==> src/rtl/lcd_ctrl_pkg.sv <==
`default_nettype none
// +------------------------------------------------------------------+
// | lcd_ctrl_pkg : shared types/constants for the HD44780 LCD driver |
// | Rev 1.0                                                          |
// +------------------------------------------------------------------+
package lcd_ctrl_pkg;

  // Bit positions inside the LSU's LCD MMIO register
  localparam int LCD_DATA_LSB = 0;
  localparam int LCD_RW_BIT   = 8;
  localparam int LCD_RS_BIT   = 9;
  localparam int LCD_EN_BIT   = 10;
  localparam int LCD_ON_BIT   = 31;

  typedef enum logic [2:0] {
    LCD_IDLE  = 3'd0,
    LCD_SETUP = 3'd1,
    LCD_PULSE = 3'd2,
    LCD_HOLD  = 3'd3,
    LCD_EXEC  = 3'd4
  } lcd_state_e;

  typedef struct packed {
    logic       rs;
    logic       rw;
    logic [7:0] data;
  } lcd_cmd_t;

endpackage
`default_nettype wire

==> src/rtl/lcd_ctrl.sv <==
`default_nettype none
// +------------------------------------------------------------------+
// | lcd_ctrl : turns CPU LCD-register writes into timed HD44780 bus  |
// | cycles, with a one-deep pending slot. Rev 1.0                    |
// +------------------------------------------------------------------+
module lcd_ctrl
  import lcd_ctrl_pkg::*;
#(
  parameter int T_SETUP_CYC = 4,
  parameter int T_EN_CYC    = 12,
  parameter int T_HOLD_CYC  = 2,
  parameter int T_EXEC_CYC  = 2000,
  parameter int T_CLR_CYC   = 82000
) (
  input  logic        i_clk,
  input  logic        i_rst,
  input  logic        i_lcd_vld,
  input  logic [31:0] i_io_lcd,
  output logic [7:0]  o_lcd_data,
  output logic        o_lcd_rs,
  output logic        o_lcd_rw,
  output logic        o_lcd_en,
  output logic        o_lcd_on,
  output logic        o_busy,
  output logic        o_drop
);

  localparam int CW = $clog2(T_CLR_CYC + 1);

  localparam logic [CW-1:0] LD_SETUP = CW'(T_SETUP_CYC - 1);
  localparam logic [CW-1:0] LD_EN    = CW'(T_EN_CYC - 1);
  localparam logic [CW-1:0] LD_HOLD  = CW'(T_HOLD_CYC - 1);
  localparam logic [CW-1:0] LD_EXEC  = CW'(T_EXEC_CYC - 1);
  localparam logic [CW-1:0] LD_CLR   = CW'(T_CLR_CYC - 1);

  lcd_state_e    state_q, state_d;
  logic [CW-1:0] cnt_q, cnt_d;
  lcd_cmd_t      bus_q, bus_d;
  lcd_cmd_t      pend_q, pend_d;
  logic          pend_v_q, pend_v_d;
  logic          en_q, en_d;
  logic          on_q, on_d;
  logic          drop_q, drop_d;

  lcd_cmd_t      new_cmd;
  logic          cnt_zero;
  logic          long_cmd;
  logic          issue_new;
  logic          consume;
  logic          unused_bits;

  // Software's EN bit and the reserved field are deliberately ignored
  assign unused_bits = ^{i_io_lcd[30:LCD_EN_BIT]};

  assign new_cmd.rs   = i_io_lcd[LCD_RS_BIT];
  assign new_cmd.rw   = i_io_lcd[LCD_RW_BIT];
  assign new_cmd.data = i_io_lcd[LCD_DATA_LSB +: 8];

  assign cnt_zero = (cnt_q == '0);
  // Clear and Return-Home need the long execution wait
  assign long_cmd = !bus_q.rs &&
                    (bus_q.data == 8'h01 || bus_q.data == 8'h02 || bus_q.data == 8'h03);

  always_comb begin
    state_d   = state_q;
    cnt_d     = cnt_q;
    bus_d     = bus_q;
    pend_d    = pend_q;
    pend_v_d  = pend_v_q;
    drop_d    = 1'b0;
    on_d      = i_io_lcd[LCD_ON_BIT];
    issue_new = 1'b0;
    consume   = 1'b0;

    case (state_q)
      LCD_IDLE: begin
        cnt_d = '0;
        if (i_lcd_vld) begin
          bus_d     = new_cmd;
          issue_new = 1'b1;
          state_d   = LCD_SETUP;
          cnt_d     = LD_SETUP;
        end
      end
      LCD_SETUP: begin
        if (cnt_zero) begin
          state_d = LCD_PULSE;
          cnt_d   = LD_EN;
        end else begin
          cnt_d = cnt_q - CW'(1);
        end
      end
      LCD_PULSE: begin
        if (cnt_zero) begin
          state_d = LCD_HOLD;
          cnt_d   = LD_HOLD;
        end else begin
          cnt_d = cnt_q - CW'(1);
        end
      end
      LCD_HOLD: begin
        if (cnt_zero) begin
          state_d = LCD_EXEC;
          cnt_d   = long_cmd ? LD_CLR : LD_EXEC;
        end else begin
          cnt_d = cnt_q - CW'(1);
        end
      end
      LCD_EXEC: begin
        if (cnt_zero) begin
          if (pend_v_q) begin
            bus_d   = pend_q;
            consume = 1'b1;
            state_d = LCD_SETUP;
            cnt_d   = LD_SETUP;
          end else if (i_lcd_vld) begin
            bus_d     = new_cmd;
            issue_new = 1'b1;
            state_d   = LCD_SETUP;
            cnt_d     = LD_SETUP;
          end else begin
            state_d = LCD_IDLE;
          end
        end else begin
          cnt_d = cnt_q - CW'(1);
        end
      end
      default: begin
        state_d = LCD_IDLE;
        cnt_d   = '0;
      end
    endcase

    if (consume) begin
      pend_v_d = 1'b0;
    end

    // A slot being drained this cycle can accept the incoming write
    if (i_lcd_vld && !issue_new) begin
      if (!pend_v_q || consume) begin
        pend_d   = new_cmd;
        pend_v_d = 1'b1;
      end else begin
        drop_d = 1'b1;
      end
    end

    en_d = (state_d == LCD_PULSE);
  end

  always_ff @(posedge i_clk or posedge i_rst) begin
    if (i_rst) begin
      state_q  <= LCD_IDLE;
      cnt_q    <= '0;
      bus_q    <= '0;
      pend_q   <= '0;
      pend_v_q <= 1'b0;
      en_q     <= 1'b0;
      on_q     <= 1'b0;
      drop_q   <= 1'b0;
    end else begin
      state_q  <= state_d;
      cnt_q    <= cnt_d;
      bus_q    <= bus_d;
      pend_q   <= pend_d;
      pend_v_q <= pend_v_d;
      en_q     <= en_d;
      on_q     <= on_d;
      drop_q   <= drop_d;
    end
  end

  assign o_lcd_data = bus_q.data;
  assign o_lcd_rs   = bus_q.rs;
  assign o_lcd_rw   = bus_q.rw;
  assign o_lcd_en   = en_q;
  assign o_lcd_on   = on_q;
  assign o_drop     = drop_q;
  assign o_busy     = (state_q != LCD_IDLE) || pend_v_q;

endmodule
`default_nettype wire

==> config.mk <==
export PLATFORM = sky130hd
export DESIGN_NAME = lcd_ctrl
export DESIGN_NICKNAME = d
export VERILOG_FILES = /design/src/rtl/lcd_ctrl_pkg.sv /design/src/rtl/lcd_ctrl.sv
export SDC_FILE = /design/constraint.sdc
export NUM_CORES = 1
export LEC_CHECK = 0
export ABC_AREA = 1
export CORE_MARGIN = 4
export CORE_UTILIZATION = 50
export CTS_CLUSTER_DIAMETER = 120
export DETAILED_ROUTE_END_ITERATION = 8
export GPL_ROUTABILITY_DRIVEN = 0
export PLACE_DENSITY = 0.73
export SLEW_MARGIN = 10
export SYNTH_ARGS = -nofsm -noshare
export SYNTH_HDL_FRONTEND = slang
export SYNTH_SLANG_ARGS = --single-unit
==> constraint.sdc <==
create_clock -name i_clk -period 3.74 [get_ports i_clk]
set_clock_uncertainty 0.05 [all_clocks]
set_input_delay 0.561 -clock i_clk [delete_from_list [all_inputs] [get_ports i_clk]]
set_output_delay 0.561 -clock i_clk [all_outputs]
set_load 0.005 [all_outputs]
==> load_flow_metrics.sql <==
INSERT INTO impl_metrics (metric_group, metric, value, unit) VALUES
('die', 'fp-row-count', '26', ''),
('synth', 'synth.yosys.seq_area_share', '41.49', '%'),
('synth', 'syn_inst', '359', ''),
('die', 'die_area', '0.006538', 'mm^2'),
('synth', 'synth_enable_flop_cells', '0', ''),
('grt', 'antenna_found_initial', '0', ''),
('route', 'postRouteAntennaNets', '0', ''),
('pwr', 'peakVddDrop', '0.3769', 'mV'),
('route', 'first_pass_drt_iterations', '4', ''),
('clocking', 'maximum_count_of_clock_buffers_along_a_single_path', '2', ''),
('grt', 'total_track_usage', '20.61', '%'),
('clocking', 'cts_sinks', '44', ''),
('worst_setup_path', 'critPathMaxStageDelay', '0.46', 'ns'),
('route', 'mean_routed_wirelength_per_cell', '13.17', 'um'),
('grt', 'grt_first_pass_wirelength', '10490', 'um'),
('sta', 'tns', '0', 'ns'),
('synth', 'yosys_most_used_dff', 'sky130_fd_sc_hd__dfrtp_1', ''),
('synth', 'yosys_warnings', '0', ''),
('sta', 'max_clock_freq', '417.8', 'MHz'),
('clocking', 'cts_tree', 'built', ''),
('layout', 'drive_above_1_share', '10.85', '%'),
('worst_setup_path', 'crit_path_top_delay_cell', 'sky130_fd_sc_hd__clkdlybuf4s50_1', ''),
('worst_setup_path', 'cp_num_buf_inv', '2', ''),
('pwr', 'power_leakage', '1.598', 'nW'),
('clocking', 'clkSlewWorstSetupHoldPaths', '0.09', 'ns'),
('pwr', 'power', '2.456', 'mW'),
('worst_setup_path', 'kind_of_critical_path', 'register to primary output', ''),
('synth', 'syn_area', '0.002654', 'mm^2'),
('min_path', 'hold_path.startpoint', 'pend_q[1]', ''),
('die', 'chipHeight', '80.86', 'um'),
('clocking', 'ctsHtreeMaxLevel', '2', ''),
('worst_setup_path', 'rr_worst_depth', '8', ''),
('placed_design', 'place.port_buffers', '27', ''),
('die', 'core_area', '0.005140', 'mm^2'),
('worst_setup_path', 'critical_path.reg2reg.startpoint', 'state_q[1]', ''),
('worst_setup_path', 'regToRegEndpoint', 'o_lcd_en', ''),
('layout', 'areaGrowthSynthToFinish', '15.51', '%'),
('sta', 'drv_slew', '0', ''),
('run_status', 'outcome', 'completed', ''),
('sta', 'rsz0062_at_grt', 'no', ''),
('sta', 'worst-slew-pin-transition', '1.043', 'ns'),
('layout', 'fillers', '508', ''),
('sta', 'hold_viol_final', '0', ''),
('synth', 'synth_fp_nets', '396', ''),
('route', 'number_of_vias_per_cell_after_detailed_routing', '5.129', ''),
('layout', 'fin_cells', '457', ''),
('synth', 'synth_cell_types', '32', ''),
('grt', 'number_of_global_route_vias_before_repair', '2346', ''),
('route', 'vias', '2344', ''),
('clocking', 'cts_made_buffers', '5', ''),
('route', 'remaining_drc_errors', '0', ''),
('worst_setup_path', 'timing.critical_path.required', '3.13', 'ns'),
('flow_run', 'cap_violations', '0', ''),
('worst_setup_path', 'critical_path_end_type', 'primary output', ''),
('worst_setup_path', 'worst_ep_arrival_time', '1.78', 'ns'),
('clocking', 'root_buf_cell', 'sky130_fd_sc_hd__clkbuf_8', ''),
('layout', 'finish.utilization', '59.64', '%'),
('clocking', 'worst_skew_late_latency', '0.30', 'ns'),
('worst_setup_path', 'critical-path-top-delay-family', 'simple AND/OR/NAND/NOR gates', ''),
('synth', 'synth.ff_latch_count', '44', ''),
('min_path', 'hold-path-cell-count', '2', ''),
('grt', 'grt_start_max_net_pins', '30', ''),
('worst_setup_path', 'critPathLaunchType', 'register', ''),
('sta', 'max_slew_margin', '30.07', '%'),
('pwr', 'power.density_cell_area', '801.3', 'mW/mm^2'),
('placed_design', 'numPlacedInstances', '449', ''),
('die', 'initial_utilization', '51.63', '%'),
('layout', 'diode_count', '0', ''),
('clocking', 'hold_buffers', '0', ''),
('die', 'boundaryPins', '49', ''),
('layout', 'nets', '423', '');
area by class of cell:
cell class              instances  area, um^2  share of cell area [%]
repair buffers                 28       277.8                   9.061
inverters                      52       195.2                   6.367
multi-input cells             255        1292                   42.16
clock inverters                 3       42.54                   1.388
flip-flops and latches         44        1101                   35.92
well taps                      70       87.58                   2.857
clock buffers                   5       68.82                   2.245
cells by family (layout without fill, tap and decap cells):
group	after synthesis	after routing	synth area share, %
and+or+nand+nor	195	195	33.90
buffers and inverters	60	88	9.806
AOI/OAI and AO/OA	52	52	11.88
DFF	44	44	41.49
xor gates and xnor gates	6	6	1.980
adders and majority gates	2	2	0.9428
registers in the layout, indices dropped and copies added (netlist names):
name        cells
cnt_q          17
pend_q         10
o_lcd_data      8
state_q         3
o_drop          1
o_lcd_en        1
o_lcd_on        1
o_lcd_rs        1
o_lcd_rw        1
pend_v_q        1
metrics by stage:
step	setup slack [ns]	hold WS (ns)	cell area [um^2]
6_report	1.347	0.4361	3065
5_1_grt	1.225	0.4606	3065
4_1_cts	1.310	0.4399	3065
3_5_place_dp	1.305	0.4189	2954
3_3_place_gp	1.336	0.4158	2954
2_1_floorplan	2.098	0.4056	2654
per-layer routing:
metal	vias up	wire (um)	GRT usage (%)
met2	46	3080	37.60
met3	8	257	3.991
li1	1189	-	-
met4	0	83	6.419
met5	-	0	0
met1	1101	2595	24.24
cells in the final DEF, fill, tap and decap left out, drive strengths merged:
cell type      synthesis  layout
a21oi                 10      10
clkbuf                 2       5
nor2                  57      57
a21boi                 3       3
xnor2                  1       1
xor2                   5       5
a41oi                  1       1
nand4                  1       1
nand3                 34      34
clkinvlp               0       1
inv                   51      50
dfrtp                 44      44
and3                   7       7
clkinv                 1       3
nor3                   4       4
clkdlybuf4s50          0      27
nand2                 91      91
bufinv                 0       1
buf                    6       1
or2                    1       1
o21ai                 37      37
a21o                   1       1
ha                     2       2
power by group:
| group | internal, mW | leakage (nW) | total (mW) | switching [mW] |
|---|---|---|---|---|
| clock network | 0.198 | 0.0541 | 0.368 | 0.170 |
| registers | 0.645 | 0.558 | 0.784 | 0.139 |
| logic | 0.495 | 0.986 | 1.30 | 0.809 |
synthesized netlist by cell type (2+ instances only):
library cell,count,area (um^2)
sky130_fd_sc_hd__nand2_1,85,319.1
sky130_fd_sc_hd__inv_1,50,187.7
sky130_fd_sc_hd__nor2_1,49,183.9
sky130_fd_sc_hd__dfrtp_1,44,1101
sky130_fd_sc_hd__nand3_1,30,150.1
sky130_fd_sc_hd__o21ai_0,25,125.1
sky130_fd_sc_hd__o21ai_2,11,96.34
sky130_fd_sc_hd__a21oi_1,10,50.05
sky130_fd_sc_hd__and3_1,7,43.79
sky130_fd_sc_hd__nor2_2,5,31.28
sky130_fd_sc_hd__xor2_1,5,43.79
sky130_fd_sc_hd__buf_6,4,45.04
sky130_fd_sc_hd__nand2_2,4,25.02
sky130_fd_sc_hd__a21boi_1,3,22.52
sky130_fd_sc_hd__nand3_2,3,30.03
sky130_fd_sc_hd__nor2_4,3,33.78
sky130_fd_sc_hd__clkbuf_1,2,7.510
sky130_fd_sc_hd__ha_1,2,25.02
sky130_fd_sc_hd__nand2_4,2,22.52
sky130_fd_sc_hd__nor3_1,2,10.01
sky130_fd_sc_hd__nor3_2,2,20.02
worst max path at each step:
stage / from / to / slack [ns] / depth (start not counted)
6_report: state_q[1] / o_busy / 1.35 / 5
5_1_grt: state_q[1] / o_busy / 1.22 / 5
4_1_cts: state_q[1] / o_busy / 1.31 / 5
3_5_place_dp: i_lcd_vld / pend_q[3] / 1.30 / 6
3_3_place_gp: i_lcd_vld / pend_q[0] / 1.34 / 6
2_1_floorplan: i_rst / cnt_q[0] / 2.10 / 1
worst reg2reg max path, stage by stage (launching register included):
cell                      delay [ns]
sky130_fd_sc_hd__dfrtp_1        0.43
sky130_fd_sc_hd__nor2_2         0.18
sky130_fd_sc_hd__nand2_2        0.12
sky130_fd_sc_hd__inv_2          0.33
sky130_fd_sc_hd__nand2_1        0.32
sky130_fd_sc_hd__nand2_1        0.31
sky130_fd_sc_hd__nand2_1        0.16
sky130_fd_sc_hd__nand3_1        0.11
sky130_fd_sc_hd__nor2_1         0.05
Note: power is estimated with default switching activity, not from simulation.
